[src/rtl/div_pkg.sv]
// Shared types and helpers for the sequential divider and its support blocks.
package div_pkg;

  typedef enum logic [1:0] {
    IDLE = 2'd0,
    RUN  = 2'd1,
    DONE = 2'd2
  } div_state_t;

  localparam int DIV_WIDTH_DEFAULT = 8;

  // Width of the iteration counter / leading-zero count: must hold 0..WIDTH.
  function automatic int cnt_width(input int width);
    return $clog2(width) + 1;
  endfunction

endpackage

[src/rtl/div_lzc.sv]
// Combinational leading-zero counter; returns WIDTH for an all-zero input.
module div_lzc
  import div_pkg::*;
#(
  parameter int WIDTH = DIV_WIDTH_DEFAULT
) (
  input  logic [WIDTH-1:0]            a,
  output logic [cnt_width(WIDTH)-1:0] count
);

  localparam int CW = cnt_width(WIDTH);

  // Scan LSB to MSB so the highest set bit determines the final count.
  always_comb begin
    count = CW'(WIDTH);
    for (int unsigned i = 0; i < WIDTH; i++) begin
      if (a[i]) count = CW'(WIDTH - 1 - i);
    end
  end

endmodule

[src/rtl/seq_divider.sv]
// Sequential restoring divider, one quotient bit per cycle, MSB first,
// with optional leading-zero skip and a constant-time mode.
module seq_divider
  import div_pkg::*;
#(
  parameter int WIDTH   = DIV_WIDTH_DEFAULT,
  parameter bit CT_TIME = 1'b0
) (
  input  logic                        clk,
  input  logic                        rst,
  input  logic                        in_valid,
  output logic                        in_ready,
  input  logic [WIDTH-1:0]            a,
  input  logic [WIDTH-1:0]            b,
  output logic                        out_valid,
  input  logic                        out_ready,
  output logic [WIDTH-1:0]            q,
  output logic [WIDTH-1:0]            r,
  output logic                        div_by_zero,
  output logic                        busy,
  output logic                        finish,
  output logic [cnt_width(WIDTH)-1:0] counter
);

  localparam int CW = cnt_width(WIDTH);

  div_state_t       state_q, state_d;
  logic             setup_q, setup_d;
  logic [WIDTH-1:0] dvd_q, dvd_d;
  logic [WIDTH-1:0] dsr_q, dsr_d;
  logic [WIDTH-1:0] rem_q, rem_d;
  logic [WIDTH-1:0] quo_q, quo_d;
  logic [CW-1:0]    cnt_q, cnt_d;
  logic             dbz_q, dbz_d;

  logic [CW-1:0]    lzc_cnt;
  logic [CW-1:0]    lz;
  logic [WIDTH:0]   trial;
  logic [WIDTH-1:0] diff;
  logic             take;

  // The count is taken from the latched dividend during the setup cycle.
  div_lzc #(.WIDTH(WIDTH)) u_lzc (
    .a     (dvd_q),
    .count (lzc_cnt)
  );

  assign lz    = CT_TIME ? '0 : lzc_cnt;
  assign trial = {rem_q, dvd_q[WIDTH-1]};
  assign take  = (trial >= {1'b0, dsr_q});
  // trial - divisor always fits in WIDTH bits when take is set.
  assign diff  = trial[WIDTH-1:0] - dsr_q;

  // Next-state and datapath update.
  // Operands are registered on accept; the first RUN cycle (setup_q) applies
  // the zero-skip and early-exit decisions, giving one cycle of accept latency.
  always_comb begin
    state_d = state_q;
    setup_d = setup_q;
    dvd_d   = dvd_q;
    dsr_d   = dsr_q;
    rem_d   = rem_q;
    quo_d   = quo_q;
    cnt_d   = cnt_q;
    dbz_d   = dbz_q;
    unique case (state_q)
      IDLE: begin
        if (in_valid) begin
          state_d = RUN;
          setup_d = 1'b1;
          dvd_d   = a;
          dsr_d   = b;
          rem_d   = '0;
          quo_d   = '0;
          cnt_d   = '0;
          dbz_d   = 1'b0;
        end
      end
      RUN: begin
        if (setup_q) begin
          setup_d = 1'b0;
          dvd_d   = dvd_q << lz;
          cnt_d   = lz;
          rem_d   = '0;
          quo_d   = '0;
          if (dsr_q == '0) begin
            state_d = DONE;
            dbz_d   = 1'b1;
            quo_d   = '1;
            rem_d   = dvd_q;
          end else if (lz == CW'(WIDTH)) begin
            state_d = DONE;
          end
        end else begin
          rem_d = take ? diff : trial[WIDTH-1:0];
          quo_d = {quo_q[WIDTH-2:0], take};
          dvd_d = dvd_q << 1;
          cnt_d = cnt_q + CW'(1);
          if (cnt_q == CW'(WIDTH - 1)) state_d = DONE;
        end
      end
      DONE: begin
        if (out_ready) begin
          state_d = IDLE;
          dbz_d   = 1'b0;
        end
      end
      default: state_d = IDLE;
    endcase
  end

  // State and datapath registers with asynchronous reset.
  always_ff @(posedge clk or posedge rst) begin
    if (rst) begin
      state_q <= IDLE;
      setup_q <= 1'b0;
      dvd_q   <= '0;
      dsr_q   <= '0;
      rem_q   <= '0;
      quo_q   <= '0;
      cnt_q   <= '0;
      dbz_q   <= 1'b0;
    end else begin
      state_q <= state_d;
      setup_q <= setup_d;
      dvd_q   <= dvd_d;
      dsr_q   <= dsr_d;
      rem_q   <= rem_d;
      quo_q   <= quo_d;
      cnt_q   <= cnt_d;
      dbz_q   <= dbz_d;
    end
  end

  assign in_ready    = (state_q == IDLE);
  assign out_valid   = (state_q == DONE);
  assign finish      = (state_q == DONE);
  assign busy        = (state_q != IDLE);
  assign q           = quo_q;
  assign r           = rem_q;
  assign div_by_zero = dbz_q;
  assign counter     = cnt_q;

endmodule

[config.mk]
export PLATFORM = sky130hd
export DESIGN_NAME = seq_divider
export DESIGN_NICKNAME = d
export VERILOG_FILES = /design/src/rtl/div_pkg.sv /design/src/rtl/div_lzc.sv /design/src/rtl/seq_divider.sv
export SDC_FILE = /design/constraint.sdc
export NUM_CORES = 1
export LEC_CHECK = 0
export ABC_AREA = 1
export CELL_PAD_IN_SITES_DETAIL_PLACEMENT = 0
export CELL_PAD_IN_SITES_GLOBAL_PLACEMENT = 2
export CORE_MARGIN = 2
export CORE_UTILIZATION = 30
export DETAILED_ROUTE_END_ITERATION = 12
export PLACE_DENSITY = 0.82
export SYNTH_ARGS = -nofsm -noshare
export SYNTH_HDL_FRONTEND = slang
export SYNTH_SLANG_ARGS = --single-unit
export TNS_END_PERCENT = 1
[constraint.sdc]
create_clock -name clk -period 2.4 [get_ports clk]
set_clock_uncertainty 0.1 [all_clocks]
set_input_delay 0.6 -clock clk [delete_from_list [all_inputs] [get_ports clk]]
set_output_delay 0.6 -clock clk [all_outputs]
set_load 0.01 [all_outputs]
=== Word level (Yosys, flattened, before mapping) ===
Index checks and enable logic that the tools add are counted.

* Input port bits: 20
* Word-level logic and storage cells: 67
* Register bits: 40

* Reduce and logical (&&, ||, !) cells: 9
* Magnitude comparators: 1
* $add $sub $neg: 2
* Equal/unequal tests: 10
* Mux-type cells: 36
* Shifts and indexed selects: 1

{| class="wikitable"
|+ Operator list
! cell !! count
|-
| $mux 8 || 8
|-
| $pmux 8 s2 || 3
|-
| $mux 4 || 10
|-
| $mux 2 || 6
|-
| $ge 9x8->1 || 1
|-
| $logic_not 8->1 || 1
|-
| $ne 2x2->1 const B || 4
|-
| $pmux 4 s2 || 1
|-
| $shl 8x4->8 || 1
|-
| $sub 8x8->8 || 1
|-
| $pmux 2 s3 || 1
|-
| $mux 1 || 5
|-
| $reduce_and 5->1 || 1
|-
| $add 4x1->4 const B || 1
|-
| $eq 4x3->1 const B || 1
|-
| $eq 4x4->1 const B || 1
|-
| $ne 4x4->1 const B || 1
|-
| $reduce_and 2->1 || 2
|-
| $reduce_and 4->1 || 1
|-
| $reduce_bool 2->1 || 2
|-
| $ne 3x3->1 const B || 1
|-
| $pmux 1 s3 || 1
|-
| $reduce_bool 3->1 || 1
|-
| $eq 2x1->1 const B || 1
|-
| 3 further kinds || 3
|}

=== Depth between registers and ports, before layout ===
Gate-level depths: netlist of the first run.

* Word-level depth: 13
* Depth in mapped cells: 14
* Gate-level depth less buffers: 14

=== Cells and area by module ===
Synthesis of the first run repeated with hierarchy kept, for this count alone.

* Cells, all modules: 389
* Area, all modules: 2787.7 µm²

{| class="wikitable"
|+ Modules (own cells, without submodules)
! module !! area an instance (µm²) !! seq. area each (µm²) !! instances !! cells an instance
|-
| seq_divider || 2686.3 || 1001.0 || 1 || 368
|-
| div_lzc || 101.3 || 0.0 || 1 || 21
|}

=== Least setup slack after synthesis of the first run ===
Ideal clock, no wire load.

* Path type: flip-flop to flip-flop
* Start: register dvd_q[7]
* End: register rem_q[6], in the netlist r[6]
* Setup time: 0.129 ns
* Required time: 2.171 ns
* Stages on the path, launching flop included: 12
* Arrival: 1.702 ns
* Slack: 0.469 ns
* Buffers on the path: 0
* Cell sequence: dfrtp_1 > inv_2 > ha_1 > inv_1 > fa_1 > nand3_1 > nand2_1 > a21oi_1 > xor2_1 > nand2_1 > nand3_1 > a22oi_1

* Word-level cells in the longest chain between the ends: 4
* Elaborated cells between the ends (all ways): 5
* Classes of those cells: add/sub (1); order compare (1); mux (3)

{| class="wikitable"
|+ RTL lines
! item !! line !! RTL
|-
| start, declared || seq_divider.sv:29 || <nowiki>logic [WIDTH-1:0] dvd_q, dvd_d;</nowiki>
|-
| start signal, assigned || seq_divider.sv:126 || <nowiki>dvd_q <= dvd_d;</nowiki>
|-
| $sub 8x8->8 or $ge 9x8->1 (tied branches) || seq_divider.sv:52, seq_divider.sv:50 ||
|-
| $mux 8 * || seq_divider.sv:95 || <nowiki>rem_d = take ? diff : trial[WIDTH-1:0];</nowiki>
|-
| $mux 8 * || seq_divider.sv:80 || <nowiki>if (setup_q) begin</nowiki>
|-
| $pmux 8 s2 * || seq_divider.sv:66 || <nowiki>unique case (state_q)</nowiki>
|-
| end signal, assigned || seq_divider.sv:128 || <nowiki>rem_q <= rem_d;</nowiki>
|-
| end, declared || seq_divider.sv:31 || <nowiki>logic [WIDTH-1:0] rem_q, rem_d;</nowiki>
|}

Every way passes the cells marked *; elsewhere a longest branch is shown, timed or not.
A chain may end at the register's enable or synchronous reset.

=== Worst setup path in the final report of the first run ===
* Start: register state_q[1]
* End: output port out_valid

* Word-level cells in the longest chain between the ends: 1

{| class="wikitable"
|+ RTL lines
! item !! line !! RTL
|-
| start, declared || seq_divider.sv:27 || <nowiki>div_state_t state_q, state_d;</nowiki>
|-
| start signal, assigned || seq_divider.sv:124 || <nowiki>state_q <= state_d;</nowiki>
|-
| $eq 2x2->1 || seq_divider.sv:136 || <nowiki>assign out_valid = (state_q == DONE);</nowiki>
|-
| end, declared || seq_divider.sv:15 || <nowiki>output logic out_valid,</nowiki>
|}

Every way passes these cells.

==> metrics.cfg, run 1 <==
[flow_run]
drv_cap = 0

[route]
drt_iter0_drc = 75
drc = 0
dr.pass1.iters = 4
antenna_left = 0
routed-via-count = 2621
finalWirelength_mm = 7.420
via_per_inst = 4.973
wire_per_inst_um = 14.08

[setup_path]
critPathRequiredTime_ns = 1.70
crit_fanout = 3
cp.arrival_ns = 1.52
r2r_cells = 11
cp-end-kind = output pin
slowest_stage = clkdlybuf4s50_1
cp_cell_sequence = inv_1 -> nor2_1 -> clkdlybuf4s50_1
start_kind = flip-flop
r2r_end = r[6]
r2r-start = dvd_q[7]
critPathMaxStageDelay_ns = 0.57
rrSetupSlack_ns = 0.24
path_class = flip-flop to output pin

[yosys]
yosysUniqueCellTypes = 32
synth.ff_latch_count = 40
yosysWarnings = 0
synth_top_cells_by_area = dfrtp_1, nand2_1, nand3_1
avgSynthCellArea_um2 = 7.218
syn_inst = 368
netlist_top_cells_count = nand2_1, inv_1, nand3_1
synth_fp_nets = 398
yosys.area.top_type = dfrtp_1
yosysSeqAreaShare_pct = 37.68
yosys.area.top_type_share_pct = 37.68
synthArstFlopShare_pct = 100.0
yosysMostFrequentCell = nand2_1
synth_area_um2 = 2656
synth_edf_count = 0
ys.flop_type = dfrtp_1

[timing]
tightestPinTransition_ns = 0.5375
post-route-period-util_pct = 92.45
min_period_ns = 2.219
rsz0062_at_grt = no
drv_slew = 0
finalHoldViolCount = 0
tns_ns = 0
slew_headroom_pct = 64.17
setup_viol = 0
max_freq_mhz = 450.7

[clock_tree]
cts_setup_buffers = 0
cts_resized = 0
htreeDepth = 2
cts_tree = done
numCtsBuffers = 5
hold_buffers = 0
cts-root-buf = clkbuf_8
clk_pin_slew_ns = 0.08
cts_buffer_depth = 2
clkSinkCount = 40
worstSkewPairLatency_ns = 0.29

[placed_design]
dpl.hpwl_mm = 5.641
io_buffers = 44
postPlaceCellArea_um2 = 3247
routabilityCongestion = 0.8633

[outcome]
status = finished clean

[cells_and_area]
nets = 448
insertedDiodeCount = 0
drive_gt1_share_pct = 10.50
stdcell_area_um2 = 3354
syn2layout_area_growth_pct = 26.28

[pwr]
ir_drop_uv = 573.8
p_leak_nw = 1.595
power.density_nw_per_um2 = 1611

[floorplan]
start_util_pct = 30.76
die_h_um = 98.10
chipWidth_um = 98.10
rows = 34
fp.dieArea_um2 = 9623
ioPinCount = 45
core-area_um2 = 8636

[global_route]
grt_max_degree = 41
grt_usage_pct = 16.29
antenna_found_initial = 0
grt_pass1_vias = 2706
grt_remaining_overflow = 0
grt_pass1_wl_mm = 12.83

[hold_path]
hold_end = div_by_zero
min_from = div_by_zero
holdPathStages = 2
hold_path.class = flip-flop to flip-flop

-- logic make-up after synthesis --
family | share of synthesized area [%]
buffers and inverters | 9.326
AOI/OAI and AO/OA | 16.30
and+or+nand+nor | 30.38
xor gates and xnor gates | 1.319
DFF | 37.68
adders and majority gates | 4.993
-- how the worst max path moves through the flow --
stage / depth (start not counted) / to / startpoint / slack, ns
floorplan: 11 / r[6] / dvd_q[7] / 0.47
global placement: 11 / r[6] / dvd_q[7] / 0.30
detailed placement: 11 / r[6] / dvd_q[7] / 0.27
CTS: 3 / finish / state_q[1] / 0.17
global route: 11 / r[6] / dvd_q[7] / 0.06
finish: 3 / out_valid / state_q[1] / 0.18
-- through the flow --
stage / utilization (%) / setup WS [ns] / instances / hold slack (ns) / power (mW)
floorplan: - / 0.4690 / 368 / 0.3679 / 3.741
global placement: 37.60 / 0.2992 / 519 / 0.3834 / 4.908
detailed placement: 37.60 / 0.2715 / 519 / 0.3926 / 4.864
CTS: 38.84 / 0.1714 / 527 / 0.4114 / 5.446
global route: 38.84 / 0.06356 / 527 / 0.4463 / 6.008
finish: 38.84 / 0.1812 / 527 / 0.4032 / 5.404
-- cell type report --
type	instances	area, um2
Clock buffer	6	72.57
Tap cell	108	135.1
Fill cell	924	5281
Clock inverter	2	35.03
Multi-Input combinational cell	264	1408
Timing Repair Buffer	51	493.0
Inverter	56	210.2
Sequential cell	40	1001
-- critical path, delay by kind of cell (launching register included) --
family	cells	cell delay, ns
buffers and inverters	2	0.65
flip-flops	1	0.42
AND/OR/NAND/NOR	1	0.15
-- sequential cells by signal, summed over array words and instances, names as in the netlist --
name and flops:
q 8, dsr_q 8, counter 4, setup_q 1
state_q 2, div_by_zero 1, dvd_q 8, r 8
-- power by group --
group / internal [mW] / total, mW / leakage, nW / switching (mW)
sequential: 0.995 / 1.31 / 0.496 / 0.316
clock: 0.309 / 0.560 / 0.0552 / 0.251
combinational: 1.42 / 3.53 / 1.04 / 2.11
-- cells in the final DEF, fill, tap and decap left out, types with 2 or more instances in the layout --
cell type and instances:
a21oi_1 11, a221oi_1 5, a22oi_1 11, buf_4 7, clkbuf_8 5, clkdlybuf4s50_1 44, dfrtp_1 40, ha_1 9
inv_1 42, inv_2 14, nand2_1 88, nand2_2 3, nand3_1 41, nand3_2 2, nand4_1 5, nor2_1 25
nor2_2 4, nor2_4 5, nor3_1 3, o211ai_1 2, o21ai_0 32, o21ai_1 6, xnor2_1 3
-- per-layer routing --
metal / GRT usage [%] / vias up / share of wire [%]
met2: 26.08 / 48 / 46
met1: 22.10 / 1242 / 49
met3: 2.434 / 12 / 2.7
met4: 6.624 / 0 / 2.5
met5: 0 / - / 0
li1: - / 1319 / -
Power figures use the tool's default switching activity.
==> run 2, diff against run 1 <==
--- a/config.mk
+++ b/config.mk
@@ -5,11 +5,10 @@
 export SDC_FILE = /design/constraint.sdc
 export NUM_CORES = 1
 export LEC_CHECK = 0
-export ABC_AREA = 1
 export CELL_PAD_IN_SITES_DETAIL_PLACEMENT = 0
 export CELL_PAD_IN_SITES_GLOBAL_PLACEMENT = 2
 export CORE_MARGIN = 2
-export CORE_UTILIZATION = 30
+export CORE_UTILIZATION = 32
 export DETAILED_ROUTE_END_ITERATION = 12
 export PLACE_DENSITY = 0.82
 export SYNTH_ARGS = -nofsm -noshare
==> run 2 against run 1 <==
Register-to-register slack worse by 0.06 ns. Cell area grew 4.3%. Sequential share of layout area shrank 1.2 points. Flip-flop and latch count unchanged. Synthesized cell count fell by 13%. Hold slack hardly changed. Clock power grew 0.7%. Global-route usage grew 2.3 points. Combinational power down 5.7%. Via count rose by 1.4%. Wire length grew 11%. Count of clock-buffer cells in the layout is 1 lower. Critical endpoint is now in_ready. Largest power group unchanged.
==> metrics.cfg, run 2 <==
[timing]
hold_slack_ns = 0.4036
slew_headroom_pct = 63.98
drv_slew = 0
min_period_ns = 2.321
tightestPinTransition_ns = 0.5403
post-route-period-util_pct = 96.70
tns_ns = 0
max_freq_mhz = 430.9
layout_setup_ws_ns = 0.07925
finalHoldViolCount = 0
rsz0062_at_grt = no
setup_viol = 0

[global_route]
grt_busiest_layer = met2
use_met3_pct = 2.897
met2_usage_pct = 28.59
grt_usage_pct = 18.64
antenna_found_initial = 0
globalRouteMet1Util_pct = 27.60
grt_max_degree = 41
grt_remaining_overflow = 0
grt_pass1_vias = 2534
grt_pass1_wl_mm = 13.25

[cells_and_area]
syn2layout_area_growth_pct = 28.14
layout_commonest_cell = clkdlybuf4s50_1
insertedDiodeCount = 0
final_cell_mix = clkdlybuf4s50_1, dfrtp_1, nand2_1, o21ai_0, buf_4
nets = 404
stdcell_area_um2 = 3498
drive_gt1_share_pct = 12.80
final_cells = 480

[route]
routed-via-count = 2658
via_per_inst = 5.538
drc = 0
antenna_left = 0
dr.pass1.iters = 4
finalWirelength_mm = 8.249
drt_iter0_drc = 173
wire_per_inst_um = 17.19

[yosys]
yosysUniqueCellTypes = 63
synth.ff_latch_count = 40
synth_edf_count = 0
netlist_top_cells_count = dfrtp_1, nand2_1, o21ai_0
avgSynthCellArea_um2 = 8.558
yosys.area.top_type = dfrtp_1
synth_area_um2 = 2730
yosysMostFrequentCell = dfrtp_1
yosys.area.top_type_share_pct = 36.66
synth_fp_nets = 349
yosysSeqAreaShare_pct = 36.66
synth_top_cells_by_area = dfrtp_1, o21ai_0, nand2_1
yosysWarnings = 0
ys.flop_type = dfrtp_1
syn_inst = 319
synthArstFlopShare_pct = 100.0

[hold_path]
hold_path.class = flip-flop to flip-flop

[setup_path]
critPathRequiredTime_ns = 1.70
crit_fanout = 10
start_kind = flip-flop
slowest_stage = clkdlybuf4s50_1
cp_cell_sequence = or2_1 -> inv_1 -> clkdlybuf4s50_1
critPathMaxStageDelay_ns = 0.53
path_class = flip-flop to output pin
cp.arrival_ns = 1.62
cp-end-kind = output pin

[pwr]
power.density_nw_per_um2 = 1487
p_leak_nw = 1.459
ir_drop_uv = 458.9

[floorplan]
chipWidth_um = 96.37
ioPinCount = 45
start_util_pct = 33.06
die_h_um = 96.37
core-area_um2 = 8258
fp.dieArea_um2 = 9286
rows = 33

[clock_tree]
cts_setup_buffers = 0
clkSinkCount = 40
cts_tree = done
worstSkewPairLatency_ns = 0.30
cts_resized = 0
cts_buffer_depth = 2
hold_buffers = 0
cts-root-buf = clkbuf_8
clk_pin_slew_ns = 0.08
htreeDepth = 2
numCtsBuffers = 5

[flow_run]
drv_cap = 0

[placed_design]
io_buffers = 44
place_ws_ns = 0.1763
postPlaceCellArea_um2 = 3386
placed_cells = 472
routabilityCongestion = 0.8790
dpl.hpwl_mm = 6.142

[outcome]
status = finished clean

run 2: critical path, delay by kind of cell (launching register included):
kind,cells,cell delay (ns)
AND/OR/NAND/NOR,1,0.24
buffers and inverters,2,0.60
flip-flops,1,0.48
run 2: final timing paths:
| check | start | endpoint | slack [ns] | depth (start not counted) |
|---|---|---|---|---|
| worst max-delay path | state_q[1] | in_ready | 0.08 | 3 |
| worst min-delay path | div_by_zero | div_by_zero | 0.40 | 1 |
| worst max register to register | dsr_q[3] | r[6] | 0.18 | 6 |
| worst min register to register | div_by_zero | div_by_zero | 0.40 | 1 |
| max in group asynchronous | rst | state_q[1] | 1.17 | 3 |
| min in group asynchronous | rst | r[2] | 0.63 | 3 |
run 2: cell type report:
type                       instances  area [um2]
tap                              105       131.4
timing repair buffer              69       628.1
inverter                          19       71.32
multi-input combinational        239        1554
clock buffer                       5       68.82
clock inverter                     3       42.54
fill                             838        4760
sequential                        40        1002
run 2: logic make-up (layout without fill, tap and decap cells):
family | count (synthesis) | after routing | share of synthesized area [%]
AND/OR/NAND/NOR | 108 | 108 | 20.30
flip-flops | 40 | 40 | 36.66
adder cells (fa/ha/maj) | 10 | 10 | 4.858
multiplexers | 3 | 3 | 1.192
buffers and inverters | 40 | 96 | 6.554
XOR/XNOR | 4 | 4 | 1.283
AO/OA/AOI/OAI | 114 | 114 | 29.15
run 2: stage by stage:
stage               power (mW)  utilization [%]
CTS                      5.214            42.35
global placement         4.632            41.00
detailed placement       4.626            41.00
finish                   5.204            42.36
floorplan                3.436                -
global route             5.645            42.36
run 2: layer usage:
layer  part of all wire [%]  vias up
met3                    4.9        4
met5                      0        -
met1                     48     1280
met4                   0.79        0
met2                     46       81
li1                       -     1293
run 2: power by group:
| group | switching [mW] | internal (mW) |
|---|---|---|
| registers | 0.359 | 0.954 |
| logic | 1.86 | 1.47 |
| clock network | 0.256 | 0.308 |
==> run 3, diff against run 2 <==
--- a/config.mk
+++ b/config.mk
@@ -10,6 +10,7 @@
 export CORE_MARGIN = 2
 export CORE_UTILIZATION = 32
 export DETAILED_ROUTE_END_ITERATION = 12
+export GPL_TIMING_DRIVEN = 1
 export PLACE_DENSITY = 0.82
 export SYNTH_ARGS = -nofsm -noshare
 export SYNTH_HDL_FRONTEND = slang
==> results of run 3 <==
Final layout, timing and power as in run 2 (identical DEF).
